File: src/rtl/svc_rv_uart_pkg.sv
// Shared definitions for the MMIO UART transmitter.
// - Register indices, decoded from address bits [3:2].
// - STATUS bit positions.
// - Serializer state encoding. The PARITY state exists only when
//   SVC_RV_UART_TX_PARITY_EN is defined.
package svc_rv_uart_pkg;

  localparam logic [1:0] REG_TXDATA = 2'd0;
  localparam logic [1:0] REG_STATUS = 2'd1;
  localparam logic [1:0] REG_CLKDIV = 2'd2;

  localparam int unsigned STATUS_BUSY_BIT   = 0;
  localparam int unsigned STATUS_FULL_BIT   = 1;
  localparam int unsigned STATUS_EMPTY_BIT  = 2;
  localparam int unsigned STATUS_OVF_BIT    = 3;
  localparam int unsigned STATUS_PARITY_BIT = 4;
  localparam int unsigned STATUS_COUNT_LSB  = 8;

`ifdef SVC_RV_UART_TX_PARITY_EN
  typedef enum logic [2:0] {
    StIdle,
    StStart,
    StData,
    StParity,
    StStop
  } uart_tx_state_t;
`else
  typedef enum logic [2:0] {
    StIdle,
    StStart,
    StData,
    StStop
  } uart_tx_state_t;
`endif

endpackage

File: src/rtl/svc_rv_mmio_uart_tx_if.sv
// RV SoC MMIO bus as seen by an io device (SRAM-style timing).
// - io_raddr : read byte address
// - io_rdata : read data, valid one cycle after io_raddr
// - io_wen   : write enable
// - io_waddr : write byte address
// - io_wdata : write data
// - io_wstrb : write byte strobes
// master = SoC side, slave = device side.
interface svc_rv_mmio_uart_tx_if;

  logic [31:0] io_raddr;
  logic [31:0] io_rdata;
  logic        io_wen;
  logic [31:0] io_waddr;
  logic [31:0] io_wdata;
  logic [3:0]  io_wstrb;

  modport master (
    output io_raddr,
    output io_wen,
    output io_waddr,
    output io_wdata,
    output io_wstrb,
    input  io_rdata
  );

  modport slave (
    input  io_raddr,
    input  io_wen,
    input  io_waddr,
    input  io_wdata,
    input  io_wstrb,
    output io_rdata
  );

endinterface

File: src/rtl/svc_rv_uart_tx_fifo.sv
// Synchronous byte FIFO with show-ahead read port.
// - clk, rst : clock, synchronous active-high reset (flushes contents)
// - push     : write wdata; accepted when not full, or when pop fires too
// - pop      : drop head entry; ignored when empty
// - wdata    : byte to push
// - rdata    : current head entry (valid while !empty)
// - full     : count == depth
// - empty    : count == 0
// - count    : occupancy, AW+1 bits, saturates at depth
module svc_rv_uart_tx_fifo #(
  parameter int unsigned AW = 3
) (
  input  logic        clk,
  input  logic        rst,
  input  logic        push,
  input  logic        pop,
  input  logic [7:0]  wdata,
  output logic [7:0]  rdata,
  output logic        full,
  output logic        empty,
  output logic [AW:0] count
);

  localparam int unsigned Depth    = 1 << AW;
  localparam logic [AW:0] DepthCnt = {1'b1, {AW{1'b0}}};

  logic [7:0]    mem_q [Depth];
  logic [AW-1:0] wr_ptr_q, rd_ptr_q;
  logic [AW:0]   count_q, count_d;
  logic          push_ok, pop_ok;

  assign full  = (count_q == DepthCnt);
  assign empty = (count_q == '0);
  assign count = count_q;
  assign rdata = mem_q[rd_ptr_q];

  assign pop_ok  = pop & ~empty;
  // A pop in the same cycle frees the slot the push is about to use.
  assign push_ok = push & (~full | pop_ok);

  always_comb begin
    count_d = count_q;
    case ({push_ok, pop_ok})
      2'b10:   count_d = count_q + (AW+1)'(1);
      2'b01:   count_d = count_q - (AW+1)'(1);
      default: count_d = count_q;
    endcase
  end

  always_ff @(posedge clk) begin
    if (rst) begin
      wr_ptr_q <= '0;
      rd_ptr_q <= '0;
      count_q  <= '0;
    end else begin
      if (push_ok) wr_ptr_q <= wr_ptr_q + AW'(1);
      if (pop_ok)  rd_ptr_q <= rd_ptr_q + AW'(1);
      count_q <= count_d;
    end
  end

  always_ff @(posedge clk) begin
    if (push_ok) mem_q[wr_ptr_q] <= wdata;
  end

endmodule

File: src/rtl/svc_rv_mmio_uart_tx.sv
// Memory-mapped 8N1 UART transmitter on the RV SoC MMIO bus.
// CPU stores bytes into TXDATA; a serializer drains the FIFO at a bit period
// of CLKDIV+1 clocks. Reads are registered (SRAM timing, 1-cycle latency).
// Ports:
// - clk  : system clock
// - rst  : synchronous active-high reset
// - bus  : MMIO slave port (io_raddr/io_rdata/io_wen/io_waddr/io_wdata/io_wstrb)
// - txd  : serial output, idle high
// - busy : FIFO non-empty or serializer active (registered)
// Build option: define SVC_RV_UART_TX_PARITY_EN to append an even-parity bit
// after the data bits; STATUS bit4 then reads 1.
module svc_rv_mmio_uart_tx
  import svc_rv_uart_pkg::*;
#(
  parameter int unsigned FIFO_AW    = 3,
  parameter logic [15:0] CLKDIV_RST = 16'd867
) (
  input  logic                   clk,
  input  logic                   rst,
  svc_rv_mmio_uart_tx_if.slave   bus,
  output logic                   txd,
  output logic                   busy
);

  logic [1:0] wr_idx, rd_idx;
  logic       push, ovf_clr;

  logic [7:0]       fifo_rdata;
  logic             fifo_full, fifo_empty, pop;
  logic [FIFO_AW:0] fifo_count;

  uart_tx_state_t state_q, state_d;
  logic [15:0]    baud_q, baud_d;
  logic [2:0]     bit_q, bit_d;
  logic [7:0]     shift_q, shift_d;
  logic           parity_q, parity_d;
  logic           txd_q, txd_d;
  logic           busy_q, busy_d;
  logic           ovf_q;
  logic [15:0]    clkdiv_q;
  logic [31:0]    rdata_q, rdata_d;
  logic [31:0]    status;

  logic unused_bits;
  assign unused_bits = ^{bus.io_waddr[31:4], bus.io_waddr[1:0], bus.io_raddr[31:4],
                         bus.io_raddr[1:0], bus.io_wdata[31:16], bus.io_wstrb[3:2]};

  // Register decode
  assign wr_idx  = bus.io_waddr[3:2];
  assign rd_idx  = bus.io_raddr[3:2];
  assign push    = bus.io_wen & (wr_idx == REG_TXDATA) & bus.io_wstrb[0];
  assign ovf_clr = bus.io_wen & (wr_idx == REG_STATUS) & bus.io_wstrb[0] & bus.io_wdata[3];

  svc_rv_uart_tx_fifo #(
    .AW (FIFO_AW)
  ) u_fifo (
    .clk   (clk),
    .rst   (rst),
    .push  (push),
    .pop   (pop),
    .wdata (bus.io_wdata[7:0]),
    .rdata (fifo_rdata),
    .full  (fifo_full),
    .empty (fifo_empty),
    .count (fifo_count)
  );

  always_comb begin
    status                                     = '0;
    status[STATUS_BUSY_BIT]                    = busy_q;
    status[STATUS_FULL_BIT]                    = fifo_full;
    status[STATUS_EMPTY_BIT]                   = fifo_empty;
    status[STATUS_OVF_BIT]                     = ovf_q;
`ifdef SVC_RV_UART_TX_PARITY_EN
    status[STATUS_PARITY_BIT]                  = 1'b1;
`endif
    status[STATUS_COUNT_LSB +: FIFO_AW+1]      = fifo_count;
  end

  // Readback uses pre-write state; registered below.
  always_comb begin
    rdata_d = '0;
    case (rd_idx)
      REG_STATUS: rdata_d = status;
      REG_CLKDIV: rdata_d = {16'h0000, clkdiv_q};
      default:    rdata_d = '0;
    endcase
  end

  // Serializer next-state. Each bit lasts baud_q+1 cycles; the counter reloads
  // from clkdiv_q only at a bit start, so CLKDIV writes never cut a bit short.
  always_comb begin
    state_d  = state_q;
    baud_d   = baud_q;
    bit_d    = bit_q;
    shift_d  = shift_q;
    parity_d = parity_q;
    pop      = 1'b0;
    case (state_q)
      StIdle: begin
        if (!fifo_empty) begin
          pop      = 1'b1;
          shift_d  = fifo_rdata;
          parity_d = ^fifo_rdata;
          baud_d   = clkdiv_q;
          state_d  = StStart;
        end
      end
      StStart: begin
        if (baud_q == 16'd0) begin
          baud_d  = clkdiv_q;
          bit_d   = 3'd0;
          state_d = StData;
        end else begin
          baud_d = baud_q - 16'd1;
        end
      end
      StData: begin
        if (baud_q == 16'd0) begin
          baud_d = clkdiv_q;
          if (bit_q == 3'd7) begin
`ifdef SVC_RV_UART_TX_PARITY_EN
            state_d = StParity;
`else
            state_d = StStop;
`endif
          end else begin
            bit_d   = bit_q + 3'd1;
            shift_d = {1'b0, shift_q[7:1]};
          end
        end else begin
          baud_d = baud_q - 16'd1;
        end
      end
`ifdef SVC_RV_UART_TX_PARITY_EN
      StParity: begin
        if (baud_q == 16'd0) begin
          baud_d  = clkdiv_q;
          state_d = StStop;
        end else begin
          baud_d = baud_q - 16'd1;
        end
      end
`endif
      StStop: begin
        if (baud_q == 16'd0) begin
          state_d = StIdle;
        end else begin
          baud_d = baud_q - 16'd1;
        end
      end
      default: state_d = StIdle;
    endcase

    // txd is registered from the next state so it lines up with state_q.
    case (state_d)
      StStart:  txd_d = 1'b0;
      StData:   txd_d = shift_d[0];
`ifdef SVC_RV_UART_TX_PARITY_EN
      StParity: txd_d = parity_d;
`endif
      default:  txd_d = 1'b1;
    endcase

    busy_d = (state_q != StIdle) | ~fifo_empty;
  end

  always_ff @(posedge clk) begin
    if (rst) begin
      state_q  <= StIdle;
      baud_q   <= '0;
      bit_q    <= '0;
      shift_q  <= '0;
      parity_q <= 1'b0;
      txd_q    <= 1'b1;
      busy_q   <= 1'b0;
      ovf_q    <= 1'b0;
      clkdiv_q <= CLKDIV_RST;
      rdata_q  <= '0;
    end else begin
      state_q  <= state_d;
      baud_q   <= baud_d;
      bit_q    <= bit_d;
      shift_q  <= shift_d;
      parity_q <= parity_d;
      txd_q    <= txd_d;
      busy_q   <= busy_d;
      rdata_q  <= rdata_d;
      if (push && fifo_full && !pop) begin
        ovf_q <= 1'b1;
      end else if (ovf_clr) begin
        ovf_q <= 1'b0;
      end
      if (bus.io_wen && (wr_idx == REG_CLKDIV)) begin
        if (bus.io_wstrb[0]) clkdiv_q[7:0]  <= bus.io_wdata[7:0];
        if (bus.io_wstrb[1]) clkdiv_q[15:8] <= bus.io_wdata[15:8];
      end
    end
  end

  assign bus.io_rdata = rdata_q;
  assign txd          = txd_q;
  assign busy         = busy_q;

endmodule
File: src/flat_wrapper.sv
// flat-port wrapper written by rule: the top's interface ports become plain ports
module svc_rv_mmio_uart_tx_flat import svc_rv_uart_pkg::*;
#(
  parameter int unsigned FIFO_AW    = 3,
  parameter logic [15:0] CLKDIV_RST = 16'd867
)
  (clk, rst, txd, busy, bus_io_raddr, bus_io_wen, bus_io_waddr, bus_io_wdata, bus_io_wstrb, bus_io_rdata);
  svc_rv_mmio_uart_tx_if bus_i ();
  input  logic clk;
  input  logic rst;
  output logic txd;
  output logic busy;
  input wire logic [$bits(bus_i.io_raddr)-1:0] bus_io_raddr;
  input wire logic [$bits(bus_i.io_wen)-1:0] bus_io_wen;
  input wire logic [$bits(bus_i.io_waddr)-1:0] bus_io_waddr;
  input wire logic [$bits(bus_i.io_wdata)-1:0] bus_io_wdata;
  input wire logic [$bits(bus_i.io_wstrb)-1:0] bus_io_wstrb;
  output wire logic [$bits(bus_i.io_rdata)-1:0] bus_io_rdata;
  assign bus_i.io_raddr = bus_io_raddr;
  assign bus_i.io_wen = bus_io_wen;
  assign bus_i.io_waddr = bus_io_waddr;
  assign bus_i.io_wdata = bus_io_wdata;
  assign bus_i.io_wstrb = bus_io_wstrb;
  assign bus_io_rdata = bus_i.io_rdata;
  svc_rv_mmio_uart_tx #(.FIFO_AW(FIFO_AW), .CLKDIV_RST(CLKDIV_RST)) u_core (.clk(clk), .rst(rst), .bus(bus_i), .txd(txd), .busy(busy));
endmodule
File: config.mk
export PLATFORM = sky130hd
export DESIGN_NAME = svc_rv_mmio_uart_tx_flat
export DESIGN_NICKNAME = d
export VERILOG_FILES = /design/src/rtl/svc_rv_uart_pkg.sv /design/src/rtl/svc_rv_mmio_uart_tx_if.sv /design/src/rtl/svc_rv_uart_tx_fifo.sv /design/src/rtl/svc_rv_mmio_uart_tx.sv /design/src/flat_wrapper.sv
export SDC_FILE = /design/constraint.sdc
export NUM_CORES = 1
export LEC_CHECK = 0
export CAP_MARGIN = 10
export CORE_ASPECT_RATIO = 1.4
export CORE_MARGIN = 1.5
export CORE_UTILIZATION = 51
export CTS_CLUSTER_SIZE = 40
export DETAILED_ROUTE_END_ITERATION = 10
export GPL_TIMING_DRIVEN = 0
export PLACE_DENSITY = 0.8
export SLEW_MARGIN = 5
export SYNTH_ARGS = -nofsm -noshare
export SYNTH_HDL_FRONTEND = slang
export SYNTH_SLANG_ARGS = --single-unit
export TNS_END_PERCENT = 1
File: constraint.sdc
create_clock -name clk -period 3.35 [get_ports clk]
set_clock_uncertainty 0.2 [all_clocks]
set_input_delay 0.5025 -clock clk [delete_from_list [all_inputs] [get_ports clk]]
set_output_delay 0.5025 -clock clk [all_outputs]
set_load 0.005 [all_outputs]
[Word level (Yosys, flattened, before mapping)]
Memories as Yosys holds them, arrays and structs flattened. A register that Yosys moved wholly into a read port is not among the register bits.
Index checks and enable logic that the tools add are counted.
Word-level totals
  RAM bits: 64
  memories: 1
  bits in latches: 0
  output and inout bits: 34
  logic and storage cells: 99
  register bits: 91
  bits of input ports: 103
  bits in read-only memories: 0
Memory list
  u_core.u_fifo.mem_q: depth 8, width 8, read ports 1, clocked after memory_dff 1, wr ports 1, line svc_rv_uart_tx_fifo.sv:27  | logic [7:0] mem_q [Depth];
Operators by class
  $lt $le $gt $ge: 0
  shifts and indexed selects: 0
  reduce and logical (&&, ||, !) cells: 20
  multipliers: 0
  multiplexer cells: 29
  bitwise logic cells: 11
  equal/unequal tests: 18
  $add $sub $neg: 6
  div/mod/pow operators: 0
Operators by type and width (count)
  16-bit two-way mux: 3
  16-bit one-hot mux with 3 select lines: 1
  16-bit one-hot mux with 2 select lines: 1
  3-bit two-way mux: 10
  8-bit two-way mux: 3
  16-bit zero test: 1
  8-bit one-hot mux with 2 select lines: 1
  16-bit by 1-bit subtractor with 16-bit output (second input constant): 1
  3-bit one-hot mux with 4 select lines: 1
  3-bit by 1-bit adder with 3-bit output (second input constant): 3
  3-bit by 2-bit == test with 1-bit output (second input constant): 3
  4-bit one-hot mux with 2 select lines: 1
  4-bit AND reduction: 2
  2-bit nonzero test: 4
  1-bit AND: 7
  2-bit by 1-bit == test with 1-bit output (second input constant): 3
  2-bit == test (second input constant): 3
  3-bit by 1-bit == test with 1-bit output (second input constant): 2
  1-bit two-way mux: 6
  2-bit != test (second input constant): 3
  3-bit one-hot mux with 2 select lines: 1
  3-bit nonzero test: 2
  4-bit by 1-bit adder with 4-bit output (second input constant): 1
  4-bit == test (second input constant): 1
  other kinds (14): 20

[Depth between registers and ports, before layout]
  depth after elaboration: 8
  mapped depth: 12
  gate-level depth less buffers: 10

[Hierarchy]
Synthesis repeated with hierarchy kept, for this count alone.
Unflattened totals
  cell total of the unflattened synthesis: 542
  area total of the unflattened synthesis: 6203.4 sq um
Modules (own cells, without submodules)
  svc_rv_mmio_uart_tx: area an instance 3126.7 sq um, times used 1, cells each 376
  svc_rv_uart_tx_fifo: area an instance 3076.7 sq um, times used 1, cells each 166

[Worst setup path after synthesis]
Ideal clock, no wire load.
  path type: reg-to-reg
  start point: register u_core.state_q[2]
  end point: register u_core.u_fifo.count_q[2], in the netlist u_core.u_fifo.count[2]
  data required time: 3.080 ns
  setup slack: 0.573 ns
  clock period less this slack: 2.777 ns
  cell stages (with the launch flop): 12
  arrival: 2.506 ns
  cell sequence: dfxtp_1 -> buf_6 -> or3_4 -> a311oi_2 -> inv_1 -> ha_1 -> xor2_1 -> ha_1 -> a21oi_1 -> xor2_1 -> or3_1 -> a21oi_1
On the way
  word-level cells in the longest chain between the ends: 7
Ends and longest elaborated chain
  start, declared: line svc_rv_mmio_uart_tx.sv:32  | uart_tx_state_t state_q, state_d;
  start signal, assigned: line svc_rv_mmio_uart_tx.sv:170  | state_q <= StIdle;
  start signal, assigned: line svc_rv_mmio_uart_tx.sv:181  | state_q <= state_d;
  3-bit zero test *: line svc_rv_mmio_uart_tx.sv:99  | case (state_q)
  1-bit two-way mux *: line svc_rv_mmio_uart_tx.sv:99
  1-bit AND *: line svc_rv_uart_tx_fifo.sv:37  | assign pop_ok = pop & ~empty;
  1-bit bitwise OR: line svc_rv_uart_tx_fifo.sv:39  | assign push_ok = push & (~full | pop_ok);
  1-bit AND: line svc_rv_uart_tx_fifo.sv:39
  2-bit by 1-bit == test with 1-bit output / 2-bit == test (equally long branches): line svc_rv_uart_tx_fifo.sv:43  | case ({push_ok, pop_ok})
  4-bit one-hot mux with 2 select lines / 2-bit nonzero test (equally long branches)
  end signal, assigned: line svc_rv_uart_tx_fifo.sv:58  | count_q <= count_d;
  end, declared: line svc_rv_uart_tx_fifo.sv:29  | logic [AW:0] count_q, count_d;
Every way passes the cells marked *; elsewhere a longest branch is shown, timed or not.
A chain may end at the register's enable or synchronous reset.

[Worst setup path in the final report]
Ends and elaborated chain as after synthesis.

==> results.md <==
- I/O Pins: between 100 and 150
- CP startpoint kind: register
- Peak Freq: around 0.32 GHz
- DP HPWL: slightly above 10 mm
- R2r startpoint: u_core.state_q[2]$_SDFF_PP0_
- Routability cong.: slightly below 1
- Antenna diodes: 0
- First-pass GRT wire length: approximately 24 mm
- Slowest-stage cell, CP: a311oi_4
- Largest fanout on the critical path: 10
- Worst skew pair latency: approximately 0.42 ns
- Static Leakage: 2.79 nW
- Ranking of synthesized cells by area: edfxtp_1, dfxtp_1, mux4_2, nand2_1, a21oi_1
- Hold Path Class: reg -> reg
- Sequential fraction of the synthesis area: ~55%
- Hold path cells: 2
- Tcrit/Tclk final: roughly nine tenths
- Via count: approximately 4500
- Share of layout cells above drive strength 1: between 10% and 20%
- H-Tree Depth: 4
- CTS Sinks: approximately 140
- Die area: 13100 um^2
- Via density per instance: around 5.8
- Top cell type by total area after synthesis: edfxtp_1
- Worst path depth: 11
- Top FF cell, synth: dfxtp_1
- Worst slew pin tran: around 0.95 ns
- Hold_sp: u_core.bit_q[2]$_SDFFE_PP0P_
- Initial antenna violation count: 0
- Starting Density: 51.7%
- Gr ovfl total: 0
- RSZ-0062 raised after global routing: no
- Hold_buf cts: 0
- Largest net degree at the start of global routing: 17
- Fin. max-slew vios: 0
- Slew HR: a little over a third
- Worst vdd rail ir drop: roughly 530 uV
- Crit Path Category: reg -> reg
- Endpoints failing hold: 0
- Flops & latches, synth: 142
- MaxCap Viol Count: 0
- Drt wl/cell: between 15 and 20 um
- Layout area overhead: 20.8%
- Total global-route track usage: between 20% and 30%
- CP Capture Type: register
- Die Ht: between 100 and 150 um
- Antenna-violating nets left: 0
- # setup viols final: 0
- First drt pass iteration count: 6
- Clock-pin slew on the worst setup and hold paths: about 0.06 ns
- CP Data Arrival Time: 3.23 ns
- Worst Path Required: roughly 3.5 ns
- Final Util: between 60% and 70%
- Drc violations: 0
- Synthesized cell area: 6340 um^2
- Ys async rst share: 0%
- Worst path cell trace: buf_6, or3_4, a311oi_4, inv_1, ha_1, xor2_1, ha_1, a21oi_1, xor2_1, or3_1, a21oi_1
- Synth Area per Inst: 11.8 um^2
- Most frequent cells in the layout: dfxtp_1, edfxtp_1, nand2_1
- CTS buffer count: 17
- Vias in the first global route: between 4000 and 5000
- CTS tree: yes
- Max incr delay on CP: 0.44 ns
- Postcts setup bufs: 0
- Post-synth top area share: 30.3%
- Count of different cell masters after synthesis: 70
- Placed cells: around 750
- Crit-path leading delay family: compound AO/OA/AOI/OAI gates
- Final worst setup slack: about 0.27 ns
- Post-synth EDFFs: 64
- Final Routed Wirelength: roughly 15 mm
- Pwr per Cell Area: 610 nW/um^2
- Worst path buffer plus inverter count: 2
- Die X: between 90 and 100 um
- Core area: 12300 um^2
- Clock Tree Buf Depth: 2
- CTS Root Cell: clkbuf_16
- Port Buf Inserts: 42
- Status: complete, no violations
- Reg2reg path depth: 11
- Critical Path Source: u_core.state_q[2]$_SDFF_PP0_
- Synth Warn #: 0
- Syn Inst Count: 537
- Final instance count without filler cells: 780
- Num rows: 48
- Resize count post-CTS: 0
- Pre-CTS setup slack: -0.0432 ns
- Initial drt markers: 227
- Commonest non-fill, non-tap cell in the layout: dfxtp_1
- Min Clock Period, post-route: about 3.1 ns
- Layout Nets: 731
-- final cells by class --
class | count | area, um^2
inverter | 23 | 91.3
fill | 964 | 4600
tap | 150 | 188
clock buffer | 20 | 437
buffer | 44 | 312
sequential | 142 | 3480
multi-input combinational | 344 | 2540
timing repair buffer | 45 | 435
clock inverter | 12 | 169
-- stage by stage --
stage          TNS (ns)  power [mW]  hold WS, ns  cell area [um^2]
5_1_grt               0        4.83        0.280              7650
6_report              0        4.66        0.269              7650
3_5_place_dp    -0.0432        2.73        0.258              7030
2_1_floorplan         0        2.51        0.236              6400
4_1_cts               0        4.66        0.266              7640
3_3_place_gp      -7.91        2.70        0.245              7000
-- registers in the layout, indices dropped and copies added, names as in the netlist, named ones only --
name and cells:
u_core.baud_q 16, u_core.bit_q 3, u_core.bus.io_rdata 16, u_core.busy 1, u_core.clkdiv_q 16, u_core.ovf_q 1
u_core.shift_q 8, u_core.state_q 3, u_core.txd 1, u_core.u_fifo.count 4, u_core.u_fifo.mem_q 64, u_core.u_fifo.rd_ptr_q 3
u_core.u_fifo.wr_ptr_q 3
-- worst register-to-register path, delay by kind of cell (launching register included) --
family / cells / cell delay [ns]
simple gates: 2 / 0.67
xor+xnor: 2 / 0.27
compound gates: 3 / 0.74
flops: 1 / 0.30
buf+inv: 2 / 0.31
fa+ha+maj: 2 / 0.51
-- synth_stat cells, types with 11 or more instances --
cell type	n
mux2i_1	13
buf_4	18
edfxtp_1	64
nand2_1	55
a21oi_1	38
and2_1	13
a22oi_1	11
nor2_1	44
inv_1	22
mux4_2	16
ha_1	11
dfxtp_1	78
-- where the power goes --
group	internal, mW	leakage (nW)	switching, mW
sequential	1.86	1.21	0.0496
clock	1.24	0.285	0.704
combinational	0.332	1.30	0.481
total	3.43	2.79	1.24
-- worst paths after layout --
| kind | endpoint | slack, ns |
|---|---|---|
| worst max-delay path | u_core.u_fifo.count[2]$_SDFFE_PP0P_ | 0.27 |
| worst min-delay path | u_core.bit_q[2]$_SDFFE_PP0P_ | 0.27 |
| worst min register to register | u_core.bit_q[2]$_SDFFE_PP0P_ | 0.27 |
| worst max register to register | u_core.u_fifo.count[2]$_SDFFE_PP0P_ | 0.27 |
-- per-layer routing --
layer	up-vias	global-route usage (%)	share of wire, %
li1	2109	-	-
met5	-	0	0
met4	0	15.2	4.1
met2	168	43.4	54
met1	2215	25.8	37
met3	50	5.12	5.2
-- logic make-up (layout without fill, tap and decap cells) --
family,count (synthesis),count (layout),share of synthesized area [%]
adder cells (fa/ha/maj),11,11,2.17
multiplexers,30,30,7.92
flip-flops,142,142,55.0
AND/OR/NAND/NOR,180,180,15.1
AO/OA/AOI/OAI,99,99,12.5
buffers and inverters,67,144,6.36
XOR/XNOR,7,7,0.968
other,1,17,0.0592
(Power assumes the default switching activity.)
